==> config.mk <==
export PLATFORM = sky130hd
export DESIGN_NAME = wb_rackctl_arbiter
export DESIGN_NICKNAME = d
export VERILOG_FILES = /design/src/rtl/wb_rackctl_arbiter.sv
export SDC_FILE = /design/constraint.sdc
export NUM_CORES = 1
export LEC_CHECK = 0
export ABC_CLOCK_PERIOD_IN_PS = 1750
export CAP_MARGIN = 20
export CORE_AREA = 2 2 118 120
export DETAILED_ROUTE_END_ITERATION = 6
export DIE_AREA = 0 0 120 122
export GPL_TIMING_DRIVEN = 0
export PLACE_DENSITY = 0.63
export SLEW_MARGIN = 20
export SYNTH_ARGS = -nofsm -noshare
export SYNTH_HDL_FRONTEND = slang
export SYNTH_SLANG_ARGS = --single-unit
==> constraint.sdc <==
create_clock -name wb_clk_i -period 1.75 [get_ports wb_clk_i]
set_clock_uncertainty 0.05 [all_clocks]
set_input_delay 0.35 -clock wb_clk_i [delete_from_list [all_inputs] [get_ports wb_clk_i]]
set_output_delay 0.35 -clock wb_clk_i [all_outputs]
set_load 0.005 [all_outputs]
==> src/rtl/wb_rackctl_arbiter.sv <==
// Two-master WISHBONE arbiter (M0 = RACKctl, M1 = command processor) with round-robin grant held per cycle.
// Optional slave watchdog enabled by defining WB_RACKCTL_ARB_TIMEOUT_EN.
module wb_rackctl_arbiter #(
    parameter int ADDR_BITS      = 22,
    parameter int DATA_BITS      = 32,
    parameter int TIMEOUT_CYCLES = 1023
) (
    input  logic                   wb_clk_i,
    input  logic                   wb_rst_n_i,
    input  logic                   m0_cyc_i,
    input  logic                   m0_stb_i,
    input  logic                   m0_we_i,
    input  logic [ADDR_BITS-1:0]   m0_adr_i,
    input  logic [DATA_BITS-1:0]   m0_dat_i,
    input  logic [DATA_BITS/8-1:0] m0_sel_i,
    output logic                   m0_ack_o,
    output logic                   m0_err_o,
    output logic                   m0_rty_o,
    output logic [DATA_BITS-1:0]   m0_dat_o,
    input  logic                   m1_cyc_i,
    input  logic                   m1_stb_i,
    input  logic                   m1_we_i,
    input  logic [ADDR_BITS-1:0]   m1_adr_i,
    input  logic [DATA_BITS-1:0]   m1_dat_i,
    input  logic [DATA_BITS/8-1:0] m1_sel_i,
    output logic                   m1_ack_o,
    output logic                   m1_err_o,
    output logic                   m1_rty_o,
    output logic [DATA_BITS-1:0]   m1_dat_o,
    output logic                   s_cyc_o,
    output logic                   s_stb_o,
    output logic                   s_we_o,
    output logic [ADDR_BITS-1:0]   s_adr_o,
    output logic [DATA_BITS-1:0]   s_dat_o,
    output logic [DATA_BITS/8-1:0] s_sel_o,
    input  logic                   s_ack_i,
    input  logic                   s_err_i,
    input  logic                   s_rty_i,
    input  logic [DATA_BITS-1:0]   s_dat_i,
    output logic [1:0]             grant_o,
    output logic [7:0]             timeout_cnt_o
);

    localparam int SEL_BITS = DATA_BITS / 8;

    localparam logic [1:0] ST_IDLE  = 2'd0;
    localparam logic [1:0] ST_BUSY  = 2'd1;
`ifdef WB_RACKCTL_ARB_TIMEOUT_EN
    localparam logic [1:0] ST_ABORT = 2'd2;
    localparam logic [9:0] WD_LIMIT = 10'(TIMEOUT_CYCLES - 1);
`endif

    logic [1:0]           r_state;
    logic [1:0]           r_grant;
    logic                 r_last_m1;
    logic [1:0]           w_state_nxt;
    logic [1:0]           w_grant_nxt;
    logic                 w_last_m1_nxt;

    logic                 w_own_cyc;
    logic                 w_own_stb;
    logic                 w_own_we;
    logic [ADDR_BITS-1:0] w_own_adr;
    logic [DATA_BITS-1:0] w_own_dat;
    logic [SEL_BITS-1:0]  w_own_sel;

    logic                 w_busy;
    logic                 w_timeout;
    logic                 w_pass;
    logic                 w_rsp_en;

    // Select the request lines of whichever master currently owns the bus.
    always_comb begin
        w_own_cyc = 1'b0;
        w_own_stb = 1'b0;
        w_own_we  = 1'b0;
        w_own_adr = '0;
        w_own_dat = '0;
        w_own_sel = '0;
        if (r_grant[0]) begin
            w_own_cyc = m0_cyc_i;
            w_own_stb = m0_stb_i;
            w_own_we  = m0_we_i;
            w_own_adr = m0_adr_i;
            w_own_dat = m0_dat_i;
            w_own_sel = m0_sel_i;
        end else if (r_grant[1]) begin
            w_own_cyc = m1_cyc_i;
            w_own_stb = m1_stb_i;
            w_own_we  = m1_we_i;
            w_own_adr = m1_adr_i;
            w_own_dat = m1_dat_i;
            w_own_sel = m1_sel_i;
        end else begin
            w_own_cyc = 1'b0;
        end
    end

    assign w_busy = (r_state == ST_BUSY);

`ifdef WB_RACKCTL_ARB_TIMEOUT_EN
    logic       w_resp;
    logic [9:0] r_wd_cnt;
    logic [7:0] r_to_cnt;

    assign w_resp = s_ack_i | s_err_i | s_rty_i;
    // A response arriving on the limit cycle wins over the abort.
    assign w_timeout = w_busy & w_own_cyc & w_own_stb & ~w_resp & (r_wd_cnt == WD_LIMIT);

    // Watchdog: counts strobed cycles without a slave response.
    always_ff @(posedge wb_clk_i or negedge wb_rst_n_i) begin
        if (!wb_rst_n_i) begin
            r_wd_cnt <= 10'd0;
        end else if (!w_busy || w_resp || w_timeout) begin
            r_wd_cnt <= 10'd0;
        end else if (w_own_cyc && w_own_stb) begin
            r_wd_cnt <= r_wd_cnt + 10'd1;
        end else begin
            r_wd_cnt <= r_wd_cnt;
        end
    end

    // Saturating count of watchdog aborts.
    always_ff @(posedge wb_clk_i or negedge wb_rst_n_i) begin
        if (!wb_rst_n_i) begin
            r_to_cnt <= 8'd0;
        end else if (w_timeout && (r_to_cnt != 8'hFF)) begin
            r_to_cnt <= r_to_cnt + 8'd1;
        end else begin
            r_to_cnt <= r_to_cnt;
        end
    end

    assign timeout_cnt_o = r_to_cnt;
`else
    assign w_timeout     = 1'b0;
    assign timeout_cnt_o = 8'd0;
`endif

    // Slave side follows the owner only while it holds cyc; drops with cyc in the same cycle.
    assign w_pass   = w_busy & w_own_cyc & ~w_timeout;
    assign w_rsp_en = w_pass & w_own_stb;

    assign s_cyc_o  = w_pass;
    assign s_stb_o  = w_pass & w_own_stb;
    assign s_we_o   = w_pass & w_own_we;
    assign s_adr_o  = w_pass ? w_own_adr : {ADDR_BITS{1'b0}};
    assign s_dat_o  = w_pass ? w_own_dat : {DATA_BITS{1'b0}};
    assign s_sel_o  = w_pass ? w_own_sel : {SEL_BITS{1'b0}};

    assign m0_ack_o = w_rsp_en & r_grant[0] & s_ack_i;
    assign m0_err_o = (w_rsp_en & r_grant[0] & s_err_i) | (w_timeout & r_grant[0]);
    assign m0_rty_o = w_rsp_en & r_grant[0] & s_rty_i;
    assign m0_dat_o = (w_pass & r_grant[0]) ? s_dat_i : {DATA_BITS{1'b0}};

    assign m1_ack_o = w_rsp_en & r_grant[1] & s_ack_i;
    assign m1_err_o = (w_rsp_en & r_grant[1] & s_err_i) | (w_timeout & r_grant[1]);
    assign m1_rty_o = w_rsp_en & r_grant[1] & s_rty_i;
    assign m1_dat_o = (w_pass & r_grant[1]) ? s_dat_i : {DATA_BITS{1'b0}};

    assign grant_o  = r_grant;

    // Arbitration state machine: round-robin pick in IDLE, hold while owner keeps cyc.
    always_comb begin
        w_state_nxt   = r_state;
        w_grant_nxt   = r_grant;
        w_last_m1_nxt = r_last_m1;
        case (r_state)
            ST_IDLE: begin
                if (m0_cyc_i && m1_cyc_i) begin
                    w_state_nxt = ST_BUSY;
                    w_grant_nxt = r_last_m1 ? 2'b01 : 2'b10;
                end else if (m0_cyc_i) begin
                    w_state_nxt = ST_BUSY;
                    w_grant_nxt = 2'b01;
                end else if (m1_cyc_i) begin
                    w_state_nxt = ST_BUSY;
                    w_grant_nxt = 2'b10;
                end else begin
                    w_state_nxt = ST_IDLE;
                end
            end
            ST_BUSY: begin
                if (!w_own_cyc) begin
                    w_state_nxt   = ST_IDLE;
                    w_grant_nxt   = 2'b00;
                    w_last_m1_nxt = r_grant[1];
`ifdef WB_RACKCTL_ARB_TIMEOUT_EN
                end else if (w_timeout) begin
                    w_state_nxt = ST_ABORT;
`endif
                end else begin
                    w_state_nxt = ST_BUSY;
                end
            end
`ifdef WB_RACKCTL_ARB_TIMEOUT_EN
            ST_ABORT: begin
                if (!w_own_cyc) begin
                    w_state_nxt   = ST_IDLE;
                    w_grant_nxt   = 2'b00;
                    w_last_m1_nxt = r_grant[1];
                end else begin
                    w_state_nxt = ST_ABORT;
                end
            end
`endif
            default: begin
                w_state_nxt = ST_IDLE;
                w_grant_nxt = 2'b00;
            end
        endcase
    end

    // State, owner and round-robin history registers.
    always_ff @(posedge wb_clk_i or negedge wb_rst_n_i) begin
        if (!wb_rst_n_i) begin
            r_state   <= ST_IDLE;
            r_grant   <= 2'b00;
            r_last_m1 <= 1'b1;
        end else begin
            r_state   <= w_state_nxt;
            r_grant   <= w_grant_nxt;
            r_last_m1 <= w_last_m1_nxt;
        end
    end

endmodule

==> flow_metrics.py, run 1 <==
metrics = {
    "status": {
        "outcome": "finished with violations",
        "failed_checks": "negative setup slack",
    },
    "floorplan": {
        "chipWidth_um": 120,
        "start_util": 0.1140,
        "core_area_um2": 13500,
        "die_y_um": 122,
        "io_pins": 300,
        "rows": 43,
        "dieArea_um2": 14640,
    },
    "worst_setup_path": {
        "crit_required_ns": 1.35,
        "r2r_slack_ns": 0.52,
        "r2r-end": "grant_o[1]$_DFFE_PN0P_",
        "critical_path_class": "flop to output pin",
        "start_kind": "flop",
        "worst-path-max-fanout": 6,
        "startpoint": "grant_o[0]$_DFFE_PN0P_",
        "arrival_ns": 1.72,
        "r2r_cells": 4,
        "rr_startpoint": "grant_o[0]$_DFFE_PN0P_",
        "critPathCaptureType": "output pin",
    },
    "routing": {
        "routedWlPerCell_um": 17.60,
        "via_per_inst": 3.988,
        "routed_wl_mm": 12.69,
        "antenna_left": 0,
        "drt-pass1-iter-count": 5,
        "drc": 0,
        "drtIter0Drc": 51,
        "dr_total_vias": 2875,
    },
    "place": {
        "numPortBuffers": 291,
        "dpl-instance-area_um2": 4703,
        "dp_hpwl_mm": 9.353,
        "place_congestion": 0.8188,
    },
    "timing": {
        "rsz0062_at_grt": "true",
        "finalCritPeriodShare": 1.214,
        "maxSlewViolCount": 0,
        "fin_hold_ws_ns": 0.2968,
        "fin_setup_tns_ns": -35.22,
        "final-hold-violation-count": 0,
        "fmax_mhz": 470.9,
        "final-setup-viol-count": 128,
        "worst_slack_ns": -0.3737,
        "timing.final.crit_period_ns": 2.124,
    },
    "clock_network": {
        "clockBufferDepth": 2,
        "cts_root_buf": "clkbuf_16",
        "cts_tree": "done",
        "clock_sinks": 4,
        "path_clk_slew_ns": 0.03,
        "cts.htree.levels": 1,
        "cts_buffers": 3,
        "clk_latency_ns": 0.23,
    },
    "job": {
        "maxCapViolCount": 0,
    },
    "synth": {
        "synth_adder_area_share": 0,
        "ys_seq_elements": 4,
        "syn-cell-area_um2": 1539,
        "yosys.area.top_type": "a22o_2",
        "muxShareOfSynthArea": 0.01545,
        "ys_seq_area_frac": 0.06585,
        "syn_area_per_cell_um2": 8.186,
        "yosys_warnings": 0,
        "synth_top_family_by_area": "compound AO/OA/AOI/OAI gates",
        "synth_simple_gate_area_frac": 0.3325,
        "synth_compound_area_frac": 0.4089,
        "yosysUniqueCellTypes": 28,
        "synth_top_area_frac": 0.2732,
        "synth_xor_area_frac": 0,
        "syn_inst": 188,
        "synth_area_leaders": "a22o_2 27%, and2_1 27%, a22o_1 10%",
    },
    "power_and_ir_drop": {
        "irDropWorstVdd_v": 0.0007288,
        "powerDensity_nw_per_um2": 762.9,
        "leakage_nw": 2.901,
    },
    "finish": {
        "stdcell_area_um2": 6106,
        "antennaDiodeCount": 0,
        "nFillCells": 1300,
        "regArea_um2": 101.3,
        "multi_input_area_um2": 1685,
        "fin_util": 0.4521,
        "drive_above_1_share": 0.5970,
        "area_delta_synth_final_pct": 296.7,
        "nets": 701,
    },
    "global_route": {
        "grt-ovfl-total": 0,
        "grt_pass1_vias": 3011,
        "grt_pass1_wl_mm": 17.64,
        "globalRouteTotalUtil": 0.1547,
        "grt_start_max_net_pins": 11,
        "antenna_found_initial": 0,
    },
    "hold_path": {
        "worstHoldPathType": "input port to async pin",
    },
}
-- power by group --
group / total (mW) / leakage (nW) / internal [mW] / switching [mW]
clock: 0.370 / 0.0382 / 0.301 / 0.0690
combinational: 4.12 / 2.82 / 2.71 / 1.41
sequential: 0.172 / 0.0465 / 0.146 / 0.0263
-- metrics by stage --
step | std cells | power [mW] | setup slack (ns)
after CTS | 718 | 4.399 | -0.4836
final | 721 | 4.658 | -0.3737
after global placement | 666 | 2.835 | -1.143
after global routing | 721 | 4.905 | -0.4374
after detailed placement | 666 | 2.865 | -1.171
after floorplan | 195 | 1.241 | 0.1008
-- worst max-delay path, stage by stage, from the launching register on --
cell,delay [ns]
dfrtp_1,0.38
buf_6,0.14
nor2b_4,0.11
and3_4,0.27
buf_12,0.14
buf_8,0.11
buf_6,0.12
a22o_1,0.13
buf_2,0.11
-- repair_timing --
item                                    CTS  global route
hold buffers                              0             0
endpoints found under the setup margin  131           131
setup buffers                            39             9
hold endpoints to repair                  0             0
cloned                                   10             3
gates resized for setup                 711            97
pin swaps                                77            25
-- cells in the final DEF, fill, tap and decap left out, drive strengths merged, types with 2 or more instances in the layout --
master         synthesis  layout
dfrtp                  3       3
clkdlybuf4s50          0     158
a22o                  60      60
and3                   5       5
clkdlybuf4s15          0       3
conb                   1       8
inv                    2       2
nand2                  4       4
clkbuf                 3      10
o21ai                  3       3
o21a                   2       2
mux2i                  2       2
buf                   27     204
and2                  67      67
-- routing by layer --
metal | global-route usage | share of wire | up-vias
met5 | 0 | 0 | -
met4 | 0.01544 | 0.0060 | 0
met3 | 0.02622 | 0.063 | 10
met2 | 0.3047 | 0.55 | 146
met1 | 0.1790 | 0.38 | 1335
li1 | - | - | 1384
-- sequential cells by signal, indices dropped and copies added (netlist names) --
| signal | count |
|---|---|
| grant_o | 2 |
| r_state | 1 |
| r_last_m1 | 1 |
-- logic make-up (layout without fill, tap and decap cells) --
group,after synthesis,after routing
and+or+nand+nor,81,81
AOI/OAI and AO/OA,68,68
buffers and inverters,32,378
DFF,4,4
muxes,2,2
other,1,8
-- how the worst max path moves through the flow --
stage | to | slack, ns | cells after the start
global route | m1_err_o | -0.44 | 7
floorplan | s_adr_o[1] | 0.10 | 5
finish | s_dat_o[0] | -0.37 | 8
CTS | m1_dat_o[12] | -0.48 | 8
global placement | s_sel_o[0] | -1.14 | 6
detailed placement | s_sel_o[0] | -1.17 | 6
-- final cells by class --
type	count	share of cell area
flip-flops and latches	4	0.01660
clock buffers	4	0.01291
multi-input cells	159	0.2760
inverters	2	0.001230
plain buffers	26	0.05594
repair buffers	346	0.6004
well taps	180	0.03689
-- cell usage after synthesis --
cell / count
a21oi_1: 1
or2_2: 1
nand2_1: 4
buf_2: 7
a31oi_1: 1
conb_1: 1
mux2i_1: 1
buf_8: 6
inv_1: 2
a22o_2: 42
and3_1: 4
and3_2: 1
dfrtp_1: 3
nor3_4: 1
buf_4: 9
and4_2: 1
a22o_1: 18
buf_6: 5
dfstp_2: 1
and2_1: 67
clkbuf_1: 2
nor2b_2: 1
clkbuf_2: 1
a32o_1: 1
nor2_1: 1
o21ai_0: 3
o21a_1: 2
mux2i_2: 1
Note: power is estimated with default switching activity, not from simulation.
==> inputs of run 2 (changes only) <==
- ABC_AREA: not set -> 1
- CORE_AREA: 2 2 118 120 -> 2 2 117 119
- DIE_AREA: 0 0 120 122 -> 0 0 119 121
- PLACE_DENSITY: 0.63 -> 0.65
==> run 2 against run 1 <==
  * The run still ends with negative setup slack left
  * Core utilization up 2.6 points
  * Critical path type unchanged
  * Sequential power about the same
  * Synthesized area up 16%
  * Fmax down 3.0%
  * Highest routed layer unchanged
==> flow_metrics.py, run 2 <==
metrics = {
    "finish": {
        "area_delta_synth_final_pct": 251.7,
        "final_common_cell": "clkdlybuf4s50_1",
        "fin_cells": 930,
        "regArea_um2": 101.3,
        "nFillCells": 1280,
        "stdcell_area_um2": 6254,
        "drive_above_1_share": 0.5066,
        "nets": 914,
        "fin_util": 0.4779,
        "antennaDiodeCount": 0,
        "largest_register_ffs": 2,
        "mostFrequentLayoutCells": "158 x clkdlybuf4s50_1, 108 x buf_2, 67 x nand2_1",
        "multi_input_area_um2": 1902,
    },
    "global_route": {
        "grt_pass1_vias": 3692,
        "antenna_found_initial": 0,
        "grt_pass1_wl_mm": 20.14,
        "grt_start_max_net_pins": 11,
        "globalRouteTotalUtil": 0.1787,
        "grt-ovfl-total": 0,
    },
    "timing": {
        "worst_slack_ns": -0.4385,
        "final-setup-viol-count": 131,
        "finalCritPeriodShare": 1.251,
        "maxSlewViolCount": 0,
        "fmax_mhz": 456.9,
        "timing.final.crit_period_ns": 2.188,
        "rsz0062_at_grt": "true",
        "fin_hold_ws_ns": 0.2755,
        "final-hold-violation-count": 0,
        "fin_setup_tns_ns": -37.43,
    },
    "synth": {
        "ys_seq_area_frac": 0.05700,
        "yosysUniqueCellTypes": 21,
        "yosys.area.top_type": "nand3_1",
        "syn-cell-area_um2": 1778,
        "synthTopCellsByCount": "70 x nand2_1, 68 x nor2_1, 63 x nand3_1",
        "synth_top_area_frac": 0.1773,
        "async_flop_share": 1.000,
        "yosysMostFrequentCell": "nand2_1",
        "synth-edff-count": 0,
        "synth_flop_cell": "dfrtp_1",
        "synth_area_leaders": "nand3_1 18%, nand2_1 15%, nor2_1 14%",
        "syn_inst": 359,
        "yosys_warnings": 0,
        "ys_seq_elements": 4,
        "syn_area_per_cell_um2": 4.953,
    },
    "worst_setup_path": {
        "r2r_slack_ns": 0.36,
        "slowest_delay_ns": 0.38,
        "r2r-end": "r_state[0]$_DFF_PN0_",
        "start_kind": "flop",
        "path_cells": "buf_12 > clkinv_16 > nand2_8 > nand4_4 > buf_6 > buf_6 > buf_6 > buf_6 > nor2_4 > buf_2",
        "slowest_stage": "dfrtp_1",
        "crit_required_ns": 1.35,
        "worst-path-max-fanout": 6,
        "rr_startpoint": "grant_o[1]$_DFFE_PN0P_",
        "r2r_cells": 8,
        "cpMostUsedCell": "buf_6",
        "critical_path_class": "flop to output pin",
        "arrival_ns": 1.79,
        "critPathCaptureType": "output pin",
    },
    "power_and_ir_drop": {
        "irDropWorstVdd_v": 0.0006088,
        "leakage_nw": 2.983,
        "finalPower_mw": 6.326,
        "powerDensity_nw_per_um2": 1012,
    },
    "clock_network": {
        "clockBufferDepth": 2,
        "cts.htree.levels": 1,
        "cts_buffers": 3,
        "cts_root_buf": "clkbuf_16",
        "clk_latency_ns": 0.23,
        "path_clk_slew_ns": 0.03,
        "clock_sinks": 4,
        "cts_tree": "done",
    },
    "floorplan": {
        "dieArea_um2": 14400,
        "io_pins": 300,
        "chipWidth_um": 119,
        "core_area_um2": 13090,
        "rows": 42,
        "die_y_um": 121,
        "start_util": 0.1359,
    },
    "routing": {
        "drtIter0Drc": 144,
        "routedWlPerCell_um": 16.20,
        "antenna_left": 0,
        "dr_total_vias": 3948,
        "drt-pass1-iter-count": 4,
        "drc": 0,
        "routed_wl_mm": 15.06,
        "via_per_inst": 4.245,
    },
    "status": {
        "failed_checks": "negative setup slack",
        "outcome": "finished with violations",
    },
    "place": {
        "place_congestion": 0.7465,
        "dpl-instance-area_um2": 4937,
        "pre_cts_ws_ns": -0.9733,
        "place_inst": 833,
        "numPortBuffers": 291,
        "dp_hpwl_mm": 10.50,
    },
    "job": {
        "maxCapViolCount": 0,
    },
    "hold_path": {
        "worstHoldPathType": "input port to async pin",
    },
}
==> run 2: changes by cell type after synthesis, moves of 6 or more <==
cell / delta
a21oi_1: +44
a21oi_2: +14
a22o_1: -18
a22o_2: -42
and2_1: -67
buf_8: -6
clkbuf_1: +18
inv_1: +38
nand2_1: +66
nand3_1: +63
nor2_1: +67
==> run 2: power by group <==
group,total [mW],leakage [nW],switching [mW],internal (mW)
Combinational,5.79,2.90,2.81,2.98
Sequential,0.170,0.0473,0.0260,0.144
Clock,0.367,0.0382,0.0660,0.301
==> run 2: worst max path at each step <==
stage	slack, ns	cells past startpoint	startpoint	to
after floorplan	0.19	5	grant_o[0]$_DFFE_PN0P_	s_dat_o[27]
after global placement	-0.99	7	m0_cyc_i	s_dat_o[19]
after detailed placement	-0.97	7	m0_cyc_i	s_dat_o[19]
after CTS	-0.53	7	grant_o[0]$_DFFE_PN0P_	m1_dat_o[2]
after global routing	-0.50	10	grant_o[0]$_DFFE_PN0P_	m1_dat_o[27]
final	-0.44	10	grant_o[0]$_DFFE_PN0P_	m1_dat_o[27]
==> run 2: layout make-up <==
class,instances,share of cell area
Buffer,37,0.06303
Tap cell,176,0.03521
Sequential cell,4,0.01621
Multi-Input combinational cell,282,0.3041
Timing Repair Buffer,386,0.5400
Clock buffer,4,0.01261
Inverter,41,0.02881
==> run 2: routing by layer <==
| layer | global-route usage | part of all wire |
|---|---|---|
| met1 | 0.2092 | 0.39 |
| met2 | 0.3430 | 0.53 |
| met3 | 0.03712 | 0.065 |
| met4 | 0.01935 | 0.014 |
| met5 | 0 | 0 |
==> run 2: cell families (layout without fill, tap and decap cells) <==
logic type,Yosys count,after routing,synth area share
AND/OR/NAND/NOR,208,210,0.5060
other,1,8,0.002109
flip-flops,4,4,0.05700
AO/OA/AOI/OAI,64,64,0.2125
buffers and inverters,82,468,0.2224
==> run 2: critical path: cells and delay by family, from the launching register on <==
family | cells | cell delay (ns)
and+or+nand+nor | 3 | 0.31
DFF | 1 | 0.38
buffers and inverters | 7 | 0.86
==> run 2: repair_timing <==
item | 4_1_cts | 5_1_grt
hold buffers | 0 | 0
endpoints found under the setup margin | 131 | 131
setup buffers | 39 | 51
resized for setup | 445 | 309
gates cloned | 8 | 3
pin swaps | 7 | 16
